**src/rtl/loop_pipeline_sequencer.sv**
```systemverilog
// loop_pipeline_sequencer: issues tagged calls to loop_pipeline and returns in-order tagged results.
module loop_pipeline_sequencer #(
  parameter int MAX_OUTSTANDING = 4
) (
  input  logic        clock,
  input  logic        reset,
  input  logic        cmd_valid,
  output logic        cmd_ready,
  input  logic [63:0] cmd_base,
  input  logic [7:0]  cmd_tag,
  output logic        start,
  output logic [63:0] A,
  input  logic        busy,
  input  logic        done,
  output logic        stall,
  input  logic [19:0] returndata,
  output logic        res_valid,
  input  logic        res_ready,
  output logic [19:0] res_data,
  output logic [7:0]  res_tag,
  output logic [3:0]  outstanding,
  output logic        err
);
  localparam int PW = MAX_OUTSTANDING > 1 ? $clog2(MAX_OUTSTANDING) : 1;
  logic [7:0]    tags [MAX_OUTSTANDING];
  logic [PW-1:0] wr_ptr, rd_ptr;
  logic          ret, ret_ok, bad;
  function automatic logic [PW-1:0] nxt(input logic [PW-1:0] p);
    return p == PW'(MAX_OUTSTANDING - 1) ? '0 : p + 1'b1;
  endfunction
  always_comb begin
    cmd_ready = !reset && outstanding < 4'(MAX_OUTSTANDING) && !busy;
    start     = cmd_valid && cmd_ready;
    A         = cmd_base;
    stall     = res_valid && !res_ready;
    ret       = done && !stall;
    ret_ok    = ret && outstanding != 4'd0;
    bad       = ret && outstanding == 4'd0;
  end
  always_ff @(posedge clock)
    if (start) tags[wr_ptr] <= cmd_tag;
  // A return with nothing in flight only flags err; the pipeline state is left untouched
  always_ff @(posedge clock) begin
    if (reset) begin
      wr_ptr      <= '0;
      rd_ptr      <= '0;
      res_valid   <= 1'b0;
      res_data    <= '0;
      res_tag     <= '0;
      outstanding <= '0;
      err         <= 1'b0;
    end else begin
      if (start) wr_ptr <= nxt(wr_ptr);
      if (ret_ok) begin
        res_data <= returndata;
        res_tag  <= tags[rd_ptr];
        rd_ptr   <= nxt(rd_ptr);
      end
      res_valid   <= ret_ok || (res_valid && !res_ready);
      outstanding <= outstanding + 4'(start && !ret_ok) - 4'(ret_ok && !start);
      err         <= err || bad;
    end
  end
endmodule

```
**config.mk**
```make
export PLATFORM = sky130hd
export DESIGN_NAME = loop_pipeline_sequencer
export DESIGN_NICKNAME = d
export VERILOG_FILES = /design/src/rtl/loop_pipeline_sequencer.sv
export SDC_FILE = /design/constraint.sdc
export NUM_CORES = 1
export LEC_CHECK = 0
export ABC_AREA = 1
export CAP_MARGIN = 20
export CORE_AREA = 2 2 118 131
export CTS_CLUSTER_DIAMETER = 150
export DETAILED_ROUTE_END_ITERATION = 10
export DIE_AREA = 0 0 120 133
export GPL_TIMING_DRIVEN = 0
export PLACE_DENSITY_LB_ADDON = 0.3
export SLEW_MARGIN = 10
export SYNTH_ARGS = -nofsm -noshare
export SYNTH_HDL_FRONTEND = slang
export SYNTH_SLANG_ARGS = --single-unit
```
**constraint.sdc**
```tcl
create_clock -name clock -period 7.24 [get_ports clock]
set_clock_uncertainty 0.2 [all_clocks]
set_input_delay 1.81 -clock clock [delete_from_list [all_inputs] [get_ports clock]]
set_output_delay 1.81 -clock clock [all_outputs]
set_load 0.005 [all_outputs]
```
==> flow_metrics.py <==
metrics = {
    "sta": {
        "final_max_slew_viol_count": 0,
        "setup_viol": 0,
        "worstMarginPinSlew_ns": 0.8356,
        "finalCriticalPeriod_ns": 5.542,
        "fmax_ghz": 0.1804,
        "finalCritPeriodShare_pct": 76.55,
        "fin_hold_ws_ns": 0.2783,
        "relSlewSlack_pct": 44.09,
        "rsz0062_at_grt": "false",
        "hold_violations": 0,
        "setup_tns_ns": 0,
    },
    "placed_design": {
        "gp_congestion": 0.7414,
        "hpwl_um": 8058,
        "dp.cells": 760,
        "portBuffers": 134,
    },
    "cts": {
        "clock-sinks": 70,
        "cts.clk_slew.worst_paths_ns": 0.06,
        "cts_htree_levels": 3,
        "clock_path_buffers": 2,
        "cts_buffers": 9,
        "ctsResizeCount": 0,
        "root_buffer": "clkbuf_16",
        "clk_latency_ns": 0.33,
        "cts_tree": "built",
        "post-cts-setup-buffers": 0,
        "hold_buffers": 0,
    },
    "floorplanning": {
        "die_x_um": 120,
        "fp.coreArea_um2": 14760,
        "initial_core_util_pct": 24.31,
        "die_h_um": 133,
        "die_area_um2": 15960,
        "fp-row-count": 47,
        "ioPinCount": 199,
    },
    "job": {
        "drv_cap": 0,
    },
    "setup_path": {
        "worstPathBufferInverterCount": 4,
        "crit_top_cell": "clkdlybuf4s50_1",
        "crit_fanout": 9,
        "critPathKind": "in -> out",
        "cp_top_family": "buffers and inverters",
        "cp_slowest_stage_delay_ns": 0.54,
        "slowest_stage": "clkdlybuf4s50_1",
        "arrival_ns": 3.53,
        "required_ns": 5.23,
        "r2r_start": "outstanding[2]$_SDFF_PP0_",
        "startpoint": "reset",
        "cp-end-kind": "output pin",
        "startpoint_type": "input port",
        "crit_chain": "clkdlybuf4s50_1 > inv_2 > nand2_1 > nor2_1 > nand2_2 > inv_1 > clkdlybuf4s50_1",
    },
    "yosys": {
        "syn_inst": 430,
        "synth.avg_cell_area_um2": 8.345,
        "ys_warn_count": 0,
        "syn-num-nets": 539,
        "synth_area_um2": 3588,
        "synth_top_cell_area_share_pct": 26.78,
        "async_flop_share_pct": 0,
        "post-synth-top-count-cell": "nand2_1",
        "ys_seq_area_share_pct": 47.98,
        "synth_top_area_cell": "edfxtp_1",
        "synth_common_cells": "83 x nand2_1, 74 x nor2_1, 68 x buf_4",
        "ys.flop_type": "dfxtp_1",
        "ys_seq_elements": 70,
        "synth_edf_count": 32,
        "synthTopCellsByArea": "edfxtp_1 27%, dfxtp_1 21%, buf_4 14%, nand2_1 8.7%, nor2_1 7.7%",
        "ys_types": 21,
    },
    "global_route": {
        "grt.total_usage_pct": 12.02,
        "busiest_layer": "met2",
        "use_met2_pct": 24.43,
        "antenna_found_initial": 1,
        "grt_remaining_overflow": 0,
        "use_met1_pct": 10.67,
        "grt_max_degree": 14,
        "met3_usage_pct": 3.190,
        "grt_pass1_wl_um": 14460,
        "grt_pass1_vias": 2773,
    },
    "detailed_routing": {
        "ant_nets": 0,
        "drt_first_pass_iters": 4,
        "via_per_inst": 3.925,
        "route.final.wire_length_um": 9893,
        "routedWlPerCell_um": 12.73,
        "drt_iter0_markers": 81,
        "drc_errors": 0,
        "dr_total_vias": 3050,
    },
    "layout": {
        "final.fill_count": 1503,
        "drive_above_1_share_pct": 16.55,
        "instances_no_fill": 777,
        "area.growth.synth_to_final_pct": 53.31,
        "nets": 684,
    },
    "power": {
        "power_leakage_nw": 2.463,
        "finalPower_mw": 1.591,
        "vdd_ir_drop_max_mv": 0.08693,
        "pwr_density_cell_nw_per_um2": 289.3,
    },
    "run_status": {
        "status": "completed",
    },
    "min_path": {
        "min-delay-path-class": "reg -> reg",
        "holdCritStartpoint": "res_data[18]$_SDFFE_PP0P_",
    },
}
metal layers:
metal	routed length (µm)	vias to the layer above
met5	0	-
met4	175	0
met3	866	10
met2	5707	139
met1	3145	1357
li1	-	1544
cell type report:
type	count	area, µm²	area share (%)
well taps	196	245.2	4.458
clock inverters	6	95.09	1.728
inverters	60	225.2	4.094
repair buffers	134	1341	24.38
diodes	1	2.502	0.04549
multi-input cells	222	1081	19.65
plain buffers	78	560.5	10.19
flip-flops and latches	70	1722	31.29
clock buffers	10	229.0	4.162
kinds of logic (layout without fill, tap and decap cells):
kind of cell | Yosys count | after routing | synth area share (%)
AO/OA/AOI/OAI | 6 | 6 | 1.220
XOR/XNOR | 1 | 1 | 0.2441
adder cells (fa/ha/maj) | 11 | 11 | 4.045
buffers and inverters | 138 | 288 | 21.90
flip-flops | 70 | 70 | 47.98
other | 0 | 1 | 0
AND/OR/NAND/NOR | 204 | 204 | 24.62
registers in the layout, indices dropped and copies added (netlist names):
| signal | cells |
|---|---|
| res_tag | 8 |
| err | 1 |
| wr_ptr | 2 |
| outstanding | 4 |
| res_data | 20 |
| tags | 32 |
| res_valid | 1 |
| rd_ptr | 2 |
per-stage QoR:
stage | worst slack [ns] | instance area [µm²] | utilization [%]
after CTS | 1.654 | 5499 | 37.26
after detailed placement | 1.666 | 5175 | 35.06
final | 1.698 | 5502 | 37.27
after floorplan | 2.912 | 3588 | -
after global routing | 1.573 | 5499 | 37.26
after global placement | 1.692 | 5175 | 35.06
worst register-to-register path: stages (launching register included):
cell,delay (ns)
dfxtp_1,0.32
inv_1,0.06
ha_1,0.22
nand2_2,0.15
inv_2,0.06
nor2_2,0.20
buf_4,0.24
ha_1,0.25
inv_1,0.06
ha_1,0.16
inv_1,0.06
fa_1,0.38
xor2_1,0.18
nor2_1,0.05
power by group:
part	internal, mW	switching (mW)
logic	0.305	0.283
clock network	0.304	0.168
registers	0.489	0.0423
cells in the final DEF, fill, tap and decap left out:
master,netlist,final
a21boi_4,1,1
a21oi_1,3,3
buf_2,4,4
buf_4,68,68
buf_6,1,1
bufinv_16,0,2
clkbuf_1,5,6
clkbuf_16,0,9
clkdlybuf4s50_1,0,134
clkinv_4,0,3
dfxtp_1,38,38
diode_2,0,1
edfxtp_1,32,32
fa_1,1,1
ha_1,10,10
inv_1,58,58
inv_2,2,2
inv_6,0,1
nand2_1,83,83
nand2_2,3,3
nand3_1,21,21
nand3b_1,21,21
nor2_1,74,74
nor2_2,1,1
o21ai_0,2,2
or2_2,1,1
xor2_1,1,1
worst paths after layout:
kind	endpoint	slack, ns	cells past startpoint
min reg2reg	res_data[18]$_SDFFE_PP0P_	0.28	2
max	start	1.70	7
max reg2reg	outstanding[2]$_SDFF_PP0_	4.56	13
min	res_data[18]$_SDFFE_PP0P_	0.28	2
Note: power is estimated with default switching activity, not from simulation.
